<file path="src/rtl/pixgen_pkg.sv">
// Geometry and colour defaults plus the sprite state type shared by the
// bouncing-sprite pixel generators.
package pixgen_pkg;
   localparam int DEF_H_ACTIVE = 640;
   localparam int DEF_V_ACTIVE = 480;
   localparam int DEF_SIZE     = 64;
   localparam int DEF_COORD_W  = 10;
   localparam int DEF_VEL_W    = 4;
   localparam int DEF_RGB_W    = 12;

   localparam logic [11:0] DEF_BG_RGB = 12'hF00;
   // Colours for up to eight sprites, sprite 0 in the LSBs.
   localparam logic [95:0] DEF_SPRITE_RGB = {12'hF80, 12'h888, 12'h00F, 12'hFFF,
                                             12'hF0F, 12'hFF0, 12'h0F0, 12'h0FF};

   typedef struct packed {
      logic [DEF_COORD_W-1:0]     px;
      logic [DEF_COORD_W-1:0]     py;
      logic signed [DEF_VEL_W-1:0] vx;
      logic signed [DEF_VEL_W-1:0] vy;
   } sprite_state_t;
endpackage

</file>
<file path="src/rtl/sprite_axis_step.sv">
// One-axis motion step: advance a coordinate by a signed velocity and
// reflect off 0 or max, clamping the coordinate onto the edge it hit.
module sprite_axis_step #(
   parameter int COORD_W = 10,
   parameter int VEL_W   = 4
) (
   input  logic [COORD_W-1:0] p_i,
   input  logic [VEL_W-1:0]   v_i,
   input  logic [COORD_W-1:0] max_i,
   output logic [COORD_W-1:0] p_next_o,
   output logic [VEL_W-1:0]   v_next_o,
   output logic               reflected_o
);
   logic signed [COORD_W:0] p_s, v_s, max_s, n_s;
   logic                    v_neg, v_pos;

   assign p_s   = signed'({1'b0, p_i});
   assign max_s = signed'({1'b0, max_i});
   assign v_s   = signed'({{(COORD_W+1-VEL_W){v_i[VEL_W-1]}}, v_i});
   assign n_s   = p_s + v_s;
   assign v_neg = v_i[VEL_W-1];
   assign v_pos = !v_neg && (v_i != '0);

   always_comb begin
      p_next_o    = n_s[COORD_W-1:0];
      v_next_o    = v_i;
      reflected_o = 1'b0;
      if (v_neg && (n_s < 0)) begin
         p_next_o    = '0;
         v_next_o    = '0 - v_i;
         reflected_o = 1'b1;
      end else if (v_pos && (n_s > max_s)) begin
         p_next_o    = max_i;
         v_next_o    = '0 - v_i;
         reflected_o = 1'b1;
      end
   end
endmodule

</file>
<file path="src/rtl/multi_sprite_bounce.sv">
// N independent bouncing squares over a fixed background, with registered RGB,
// run/pause/single-step control, runtime sprite configuration and bounce events.
module multi_sprite_bounce
   import pixgen_pkg::*;
#(
   parameter int N_SPRITES = 4,
   parameter int H_ACTIVE  = DEF_H_ACTIVE,
   parameter int V_ACTIVE  = DEF_V_ACTIVE,
   parameter int SIZE      = DEF_SIZE,
   parameter int COORD_W   = DEF_COORD_W,
   parameter int VEL_W     = DEF_VEL_W,
   parameter int RGB_W     = DEF_RGB_W,
   parameter logic [RGB_W-1:0]           BG_RGB     = DEF_BG_RGB,
   parameter logic [N_SPRITES*RGB_W-1:0] SPRITE_RGB = DEF_SPRITE_RGB[N_SPRITES*RGB_W-1:0],
   parameter int TICK_Y    = 481
) (
   input  logic                 clk,
   input  logic                 reset_n,
   input  logic                 video_on,
   input  logic [COORD_W-1:0]   x,
   input  logic [COORD_W-1:0]   y,
   input  logic                 pause,
   input  logic                 step,
   input  logic                 cfg_we,
   input  logic [2:0]           cfg_idx,
   input  logic [COORD_W-1:0]   cfg_x,
   input  logic [COORD_W-1:0]   cfg_y,
   input  logic [VEL_W-1:0]     cfg_vx,
   input  logic [VEL_W-1:0]     cfg_vy,
   output logic [RGB_W-1:0]     rgb,
   output logic [N_SPRITES-1:0] bounce_evt,
   output logic [15:0]          frame_cnt
);
   localparam logic [COORD_W-1:0] MAX_X   = COORD_W'(H_ACTIVE - SIZE);
   localparam logic [COORD_W-1:0] MAX_Y   = COORD_W'(V_ACTIVE - SIZE);
   localparam logic [COORD_W:0]   SIZE_W  = (COORD_W+1)'(SIZE);
   localparam logic [VEL_W-1:0]   VEL_MIN = {1'b1, {(VEL_W-1){1'b0}}};
   localparam int                 VEL_MAXI = (1 << (VEL_W-1)) - 1;

   function automatic logic [COORD_W-1:0] clamp_pos(input logic [COORD_W-1:0] p,
                                                    input logic [COORD_W-1:0] mx);
      return (p > mx) ? mx : p;
   endfunction

   // The most negative velocity has no positive mirror, so it is pulled in by one.
   function automatic logic [VEL_W-1:0] sat_vel(input logic [VEL_W-1:0] v);
      return (v == VEL_MIN) ? VEL_MIN + 1'b1 : v;
   endfunction

   function automatic logic [COORD_W-1:0] init_px(input int i);
      int p;
      p = i * (SIZE + 16);
      return (p > H_ACTIVE - SIZE) ? MAX_X : COORD_W'(p);
   endfunction

   function automatic logic [COORD_W-1:0] init_py(input int i);
      int p;
      p = i * 32;
      return (p > V_ACTIVE - SIZE) ? MAX_Y : COORD_W'(p);
   endfunction

   // Sprite i starts at speed i+1, held to the largest representable velocity.
   function automatic logic [VEL_W-1:0] init_vx(input int i);
      return (i + 1 > VEL_MAXI) ? VEL_W'(VEL_MAXI) : VEL_W'(i + 1);
   endfunction

   function automatic logic [VEL_W-1:0] init_vy(input int i);
      return (i % 2 == 0) ? VEL_W'(2) : VEL_W'(-2);
   endfunction

   logic [COORD_W-1:0]   px_q [N_SPRITES], px_d [N_SPRITES], px_nx [N_SPRITES];
   logic [COORD_W-1:0]   py_q [N_SPRITES], py_d [N_SPRITES], py_nx [N_SPRITES];
   logic [VEL_W-1:0]     vx_q [N_SPRITES], vx_d [N_SPRITES], vx_nx [N_SPRITES];
   logic [VEL_W-1:0]     vy_q [N_SPRITES], vy_d [N_SPRITES], vy_nx [N_SPRITES];
   logic [N_SPRITES-1:0] rx, ry, cfg_sel, hit;
   logic [N_SPRITES-1:0] bounce_q, bounce_d;
   logic [15:0]          frame_q, frame_d;
   logic                 step_pending_q, step_pending_d;
   logic [RGB_W-1:0]     rgb_q, rgb_d;
   logic                 tick, apply;
   logic [COORD_W-1:0]   cfg_x_c, cfg_y_c;
   logic [VEL_W-1:0]     cfg_vx_s, cfg_vy_s;

   assign tick     = (x == '0) && (y == COORD_W'(TICK_Y));
   assign apply    = tick && (!pause || step_pending_q);
   assign frame_d  = apply ? frame_q + 16'd1 : frame_q;
   assign cfg_x_c  = clamp_pos(cfg_x, MAX_X);
   assign cfg_y_c  = clamp_pos(cfg_y, MAX_Y);
   assign cfg_vx_s = sat_vel(cfg_vx);
   assign cfg_vy_s = sat_vel(cfg_vy);

   always_comb begin
      step_pending_d = step_pending_q;
      if (!pause || apply) step_pending_d = 1'b0;
      else if (step)       step_pending_d = 1'b1;
   end

   for (genvar i = 0; i < N_SPRITES; i++) begin : g_sprite
      sprite_axis_step #(.COORD_W(COORD_W), .VEL_W(VEL_W)) u_x (
         .p_i(px_q[i]), .v_i(vx_q[i]), .max_i(MAX_X),
         .p_next_o(px_nx[i]), .v_next_o(vx_nx[i]), .reflected_o(rx[i]));
      sprite_axis_step #(.COORD_W(COORD_W), .VEL_W(VEL_W)) u_y (
         .p_i(py_q[i]), .v_i(vy_q[i]), .max_i(MAX_Y),
         .p_next_o(py_nx[i]), .v_next_o(vy_nx[i]), .reflected_o(ry[i]));

      assign cfg_sel[i] = cfg_we && (cfg_idx == 3'(i));
      // One extra bit keeps px+SIZE from wrapping near the top of the coordinate range.
      assign hit[i] = ({1'b0, x} >= {1'b0, px_q[i]}) && ({1'b0, x} < {1'b0, px_q[i]} + SIZE_W) &&
                      ({1'b0, y} >= {1'b0, py_q[i]}) && ({1'b0, y} < {1'b0, py_q[i]} + SIZE_W);
   end

   // A configuration write overrides the motion update on every field and hides its bounce.
   always_comb begin
      for (int i = 0; i < N_SPRITES; i++) begin
         px_d[i]     = px_q[i];
         py_d[i]     = py_q[i];
         vx_d[i]     = vx_q[i];
         vy_d[i]     = vy_q[i];
         bounce_d[i] = 1'b0;
         if (cfg_sel[i]) begin
            px_d[i] = cfg_x_c;
            py_d[i] = cfg_y_c;
            vx_d[i] = cfg_vx_s;
            vy_d[i] = cfg_vy_s;
         end else if (apply) begin
            px_d[i]     = px_nx[i];
            py_d[i]     = py_nx[i];
            vx_d[i]     = vx_nx[i];
            vy_d[i]     = vy_nx[i];
            bounce_d[i] = rx[i] | ry[i];
         end
      end
   end

   always_comb begin
      rgb_d = BG_RGB;
      for (int i = N_SPRITES - 1; i >= 0; i--) begin
         if (hit[i]) rgb_d = SPRITE_RGB[i*RGB_W +: RGB_W];
      end
      if (!video_on) rgb_d = '0;
   end

   always_ff @(posedge clk or negedge reset_n) begin
      if (!reset_n) begin
         for (int i = 0; i < N_SPRITES; i++) begin
            px_q[i] <= init_px(i);
            py_q[i] <= init_py(i);
            vx_q[i] <= init_vx(i);
            vy_q[i] <= init_vy(i);
         end
         bounce_q       <= '0;
         frame_q        <= '0;
         step_pending_q <= 1'b0;
         rgb_q          <= '0;
      end else begin
         px_q           <= px_d;
         py_q           <= py_d;
         vx_q           <= vx_d;
         vy_q           <= vy_d;
         bounce_q       <= bounce_d;
         frame_q        <= frame_d;
         step_pending_q <= step_pending_d;
         rgb_q          <= rgb_d;
      end
   end

   assign rgb        = rgb_q;
   assign bounce_evt = bounce_q;
   assign frame_cnt  = frame_q;
endmodule
</file>
<file path="config.mk">
export PLATFORM = sky130hd
export DESIGN_NAME = multi_sprite_bounce
export DESIGN_NICKNAME = d
export VERILOG_FILES = /design/src/rtl/pixgen_pkg.sv /design/src/rtl/sprite_axis_step.sv /design/src/rtl/multi_sprite_bounce.sv
export SDC_FILE = /design/constraint.sdc
export NUM_CORES = 1
export LEC_CHECK = 0
export CAP_MARGIN = 20
export CORE_MARGIN = 5
export CORE_UTILIZATION = 34
export DETAILED_ROUTE_END_ITERATION = 8
export PLACE_DENSITY_LB_ADDON = 0.05
export SLEW_MARGIN = 20
export SYNTH_ARGS = -nofsm -noshare
export SYNTH_HDL_FRONTEND = slang
export SYNTH_HIERARCHICAL = 1
export SYNTH_SLANG_ARGS = --single-unit
export TNS_END_PERCENT = 100
</file>
<file path="constraint.sdc">
create_clock -name clk -period 3.75 [get_ports clk]
set_input_delay 0.375 -clock clk [delete_from_list [all_inputs] [get_ports clk]]
set_output_delay 0.375 -clock clk [all_outputs]
set_load 0.01 [all_outputs]
</file>
# After elaboration in Yosys (flattened, before gate mapping)
# Cells that the tools add are included.
# word_totals
regBits,145
input_bits,57
out_inout_bits,32
# classes
add_sub_neg,25
n_lt_le_gt_ge,34
n_eq_ne,6
n_mux,99
n_bitwise,4
reduce_logical,84
# ops
cell,n
$mux 10,34
$mux 4,35
$add 10x7->11 const B,8
$add 11x4->11,8
$lt 10x11->1,8
$lt 11x1->1 const B,8
$ge 10x10->1,8
$gt 11x10->1 const B,4
$gt 11x11->1 const B,4
$logic_and 1x1->1,42
$mux 12,3
$reduce_bool 4->1,8
$sub 1x4->4 const A,8
$mux 1,26
$reduce_bool 3->1,8
$add 16x1->16 const B,1
$reduce_and 2->1,8
$eq 10x9->1 const B,1
$gt 10x10->1 const B,1
$gt 10x9->1 const B,1
$logic_not 10->1,1
$reduce_bool 2->1,5
$logic_not 1->1,9
$eq 4x4->1 const B,2
6 further kinds,11

# Logic depth before layout (Yosys ltp)
# logic_depth
ltp_word,10
mapped_depth,19

# Cells and area by module
# The synthesis kept the hierarchy.
# modules_own_cells
mod,instances,cells_each,area_per_inst_um2,seq_area_each_um2
multi_sprite_bounce,1,1056,9524.1,3434.5
sprite_axis_step (g_sprite[0].u_x ...),7,151,1062.3,0.0
sprite_axis_step (g_sprite[3].u_x),1,146,1059.8,0.0

# Worst setup path after synthesis
# OpenSTA, ideal clock, no wires.
# synth_path
path_type,reg-to-reg
startpoint,reg vx_q[4] (netlist bit)
endpoint,reg vx_q[6] (netlist bit)
t_arrival_ns,3.536
t_required_ns,3.615
setup_slack_ns,0.078
path_stages_with_launch,19
path_buffers,1
cell_sequence,dfstp_2 -> ha_1 -> inv_1 -> fa_1 -> nor2b_1 -> o2111ai_1 -> nand3_1 -> a31o_2 -> a21oi_1 -> ha_1 -> nand2_1 -> o21ai_2 -> or4_4 -> buf_6 -> a21oi_4 -> inv_2 -> a221o_1 -> mux2i_1 -> o21ai_0
# synth_lines
item,line_no,rtl
from (decl),multi_sprite_bounce.sv:73,"logic [VEL_W-1:0] vx_q [N_SPRITES], vx_d [N_SPRITES], vx_nx [N_SPRITES];"
"from (signal, indexed assignment)",multi_sprite_bounce.sv:148,vx_q[i] <= init_vx(i);
from (signal assigned),multi_sprite_bounce.sv:158,vx_q <= vx_d;

==> impl_metrics.yaml <==
outcome:
  violations: "negative hold slack, negative setup slack"
  status: "finished, violations left"
grt:
  grt_max_degree: 88
  grt_pass1_vias: 16507
  overflow: 0
  grt_antenna_before_repair: 0
  grt_use_total_pct: 20.0
  grt_pass1_wl_mm: 91.1
route:
  drtIter0Drc: 912
  wl_per_cell_um: 17.8
  drt_wl_total_mm: 60.1
  ant_nets: 0
  drc_errors: 0
  first_pass_iters: 5
  viasPerCell: 5.22
  num_vias: 17618
critical_path:
  end_kind: "flop"
  cp-start-kind: "flop"
  crit_type: "reg2reg"
  cp_data_arrival_time_ns: 4.15
  crit_required_ns: 4.12
  r2r_start: "vx_q[4]"
  cp_max_fo: 3
  crit_path_start: "vx_q[4]"
clocking:
  cts_made_buffers: 17
  clock_tree.root_cell: "clkbuf_16"
  cts.sinks: 136
  htreeDepth: 4
  ctsLongestPathBuffers: 2
  cts_tree: "yes"
  clk_pin_slew_ns: 0.06
  hold_buffers: 0
  worst_skew_pair.late_latency_ns: 0.45
power_and_ir_drop:
  p_leak_nw: 10.7
  peakVddDrop_mv: 0.260
  share_comb_of_total_power_pct: 71.9
  seqPwrFrac_pct: 14.6
  swShare_pct: 45.3
  internal_power_mw: 7.73
  power_density_nw_per_um2: 589
  power_switching_mw: 6.41
  clkPwrFrac_pct: 13.5
sta:
  period_needed_ns: 3.78
  min_period_over_period_pct: 101
  hold_viol: 4
  tightest_slew_ns: 0.893
  skew_ns: 0.00785
  fmax_mhz: 265
  rsz0062_at_grt: "yes"
  setup_viol: 1
  worst_hold_slack_ns: -0.0253
  slew-limit-headroom_pct: 40.3
  setup_ws_ns: -0.0256
  slew_violations: 0
synthesis:
  synth_area_leaders: "ha_1 (21%), dfrtp_1 (15%), a21oi_1 (5.6%)"
  synth_top_area_cell: "ha_1"
  postSynthAreaPerCell_sq_um: 7.98
  synth_top_area_share_pct: 20.6
  ys_seq_elements: 136
  yosysUniqueCellTypes: 83
  yosys_warnings: 6
  synthArstFlopShare_pct: 100
  synth_edf_count: 0
  seq_area_frac_synth_pct: 19.1
  synth_top_flop_cell: "dfrtp_1"
  syn_area_sq_um: 18000
  synthCells: 2259
run:
  cap_violations: 0
placement:
  postPlaceCellArea_sq_um: 21200
  portBuffers: 88
  dp_cells: 3286
  gp_congestion: 0.874
  dp_slack_ns: -0.168
  hpwl_mm: 46.1
cells_and_area:
  instances_no_fill: 3378
  final_util_pct: 45.7
  syn2layout_area_growth_pct: 33.2
  drive_gt1_share_pct: 24.0
  final_area_sq_um: 24000
  fillers: 5216
  num-nets-final: 3039
  diodes: 0
die:
  die_h_um: 240
  row_count: 84
  pin_count: 89
  die_x_um: 240
  core-area_sq_um: 52600
  initial_core_util_pct: 34.3
  die-area_sq_um: 57700
worst_hold_path:
  min_path_type: "in2async"
[cells by family after synthesis]
kind of cell    share of synthesized area [%]
flops                                    19.1
other cells                            0.0417
xor+xnor                                 2.43
mux                                      4.42
compound gates                           24.9
buf+inv                                  8.17
simple gates                             19.4
fa+ha+maj                                21.5
[repair_timing]
item,in CTS,in global routing
setup endpoints to repair,41,100
gates resized for setup,55,283
setup buffers,19,42
pin swaps,31,119
[metrics by stage]
stage | hold slack, ns | setup TNS (ns) | total power [mW]
after floorplan | 0.0794 | 0 | 7.72
after global placement | 0.460 | -1.08 | 10.2
after detailed placement | 0.459 | -2.70 | 10.3
after CTS | 0.0162 | -0.0153 | 12.7
after global routing | 0.0468 | -3.27 | 15.4
final | -0.0253 | -0.0256 | 14.1
[cell type report]
cell class	count	area, sq um	area share, %
clock buffers	20	447	1.86
clock inverters	12	199	0.829
inverters	256	976	4.06
multi-input cells	1941	15400	64.0
flip-flops and latches	136	3440	14.3
well taps	688	861	3.59
repair buffers	325	2720	11.3
[layer usage]
layer / wire length (um) / global-route usage [%] / vias to the layer above
met5: 0 / 0 / -
met4: 1090 / 4.85 / 0
met3: 1820 / 2.03 / 53
met1: 30300 / 29.5 / 8355
met2: 26900 / 31.3 / 268
li1: - / - / 8942
[cells in the mapped netlist (16+ instances only)]
master	count
buf_2	16
buf_4	25
or3_1	26
inv_1	247
a21o_1	52
nand4_1	32
and3_1	28
and2_1	23
a31oi_1	18
nand2_1	133
xnor2_1	42
o211ai_1	22
clkbuf_1	27
mux2i_1	63
nor2b_1	43
a211oi_1	69
and4_1	16
a21oi_1	202
o21ai_0	159
dfrtp_1	111
ha_1	297
nand3_1	110
nor3_1	34
dfstp_2	25
nand2b_1	32
nor2_1	119
[cells in the final DEF, fill, tap and decap left out, types with 63 or more instances in the layout]
cell	netlist	routed
ha_1	297	254
inv_1	247	241
buf_4	25	228
a21oi_1	202	162
conb_1	2	160
o21ai_0	159	129
nand2_1	133	122
dfrtp_1	111	106
nand3_1	110	103
nor2_1	119	102
clkdlybuf4s50_1	0	87
mux2i_1	63	63
[worst max-delay path, cell delays in order (launching register included)]
cell       delay, ns
dfstp_2         0.55
ha_4            0.13
inv_2           0.03
fa_2            0.36
nor2b_4         0.16
o2111ai_4       0.16
nand3_2         0.13
a21oi_2         0.08
buf_4           0.14
buf_4           0.12
buf_4           0.12
buf_4           0.12
buf_4           0.12
buf_4           0.12
buf_4           0.12
buf_4           0.12
buf_4           0.12
buf_4           0.12
buf_4           0.12
buf_4           0.12
buf_4           0.12
o32ai_1         0.26
mux2i_1         0.11
o21ai_0         0.15
[sequential cells by signal, summed over array words and instances (netlist names)]
register	flops
px_q	40
py_q	40
frame_cnt	16
vx_q	16
vy_q	16
bounce_evt	4
rgb	3
step_pending_q	1
[final timing paths]
check	to	slack, ns	depth (start not counted)
max	px_q[18]	-0.03	23
min in group clk	frame_cnt[15]	0.46	1
max reg2reg	px_q[18]	-0.03	23
max in group asynchronous	vy_q[9]	2.77	2
min reg2reg	frame_cnt[15]	0.46	1
min	frame_cnt[6]	-0.03	1
[power by group through the flow]
stage	Clock [mW]	Sequential, mW	Combinational, mW
after floorplan	0	1.99	5.73
after global placement	0	2.04	8.18
after detailed placement	0	2.04	8.29
after CTS	1.96	2.03	8.68
after global routing	2.02	2.10	11.3
final	1.91	2.07	10.2
No activity file was read; power rests on OpenSTA's default activity.
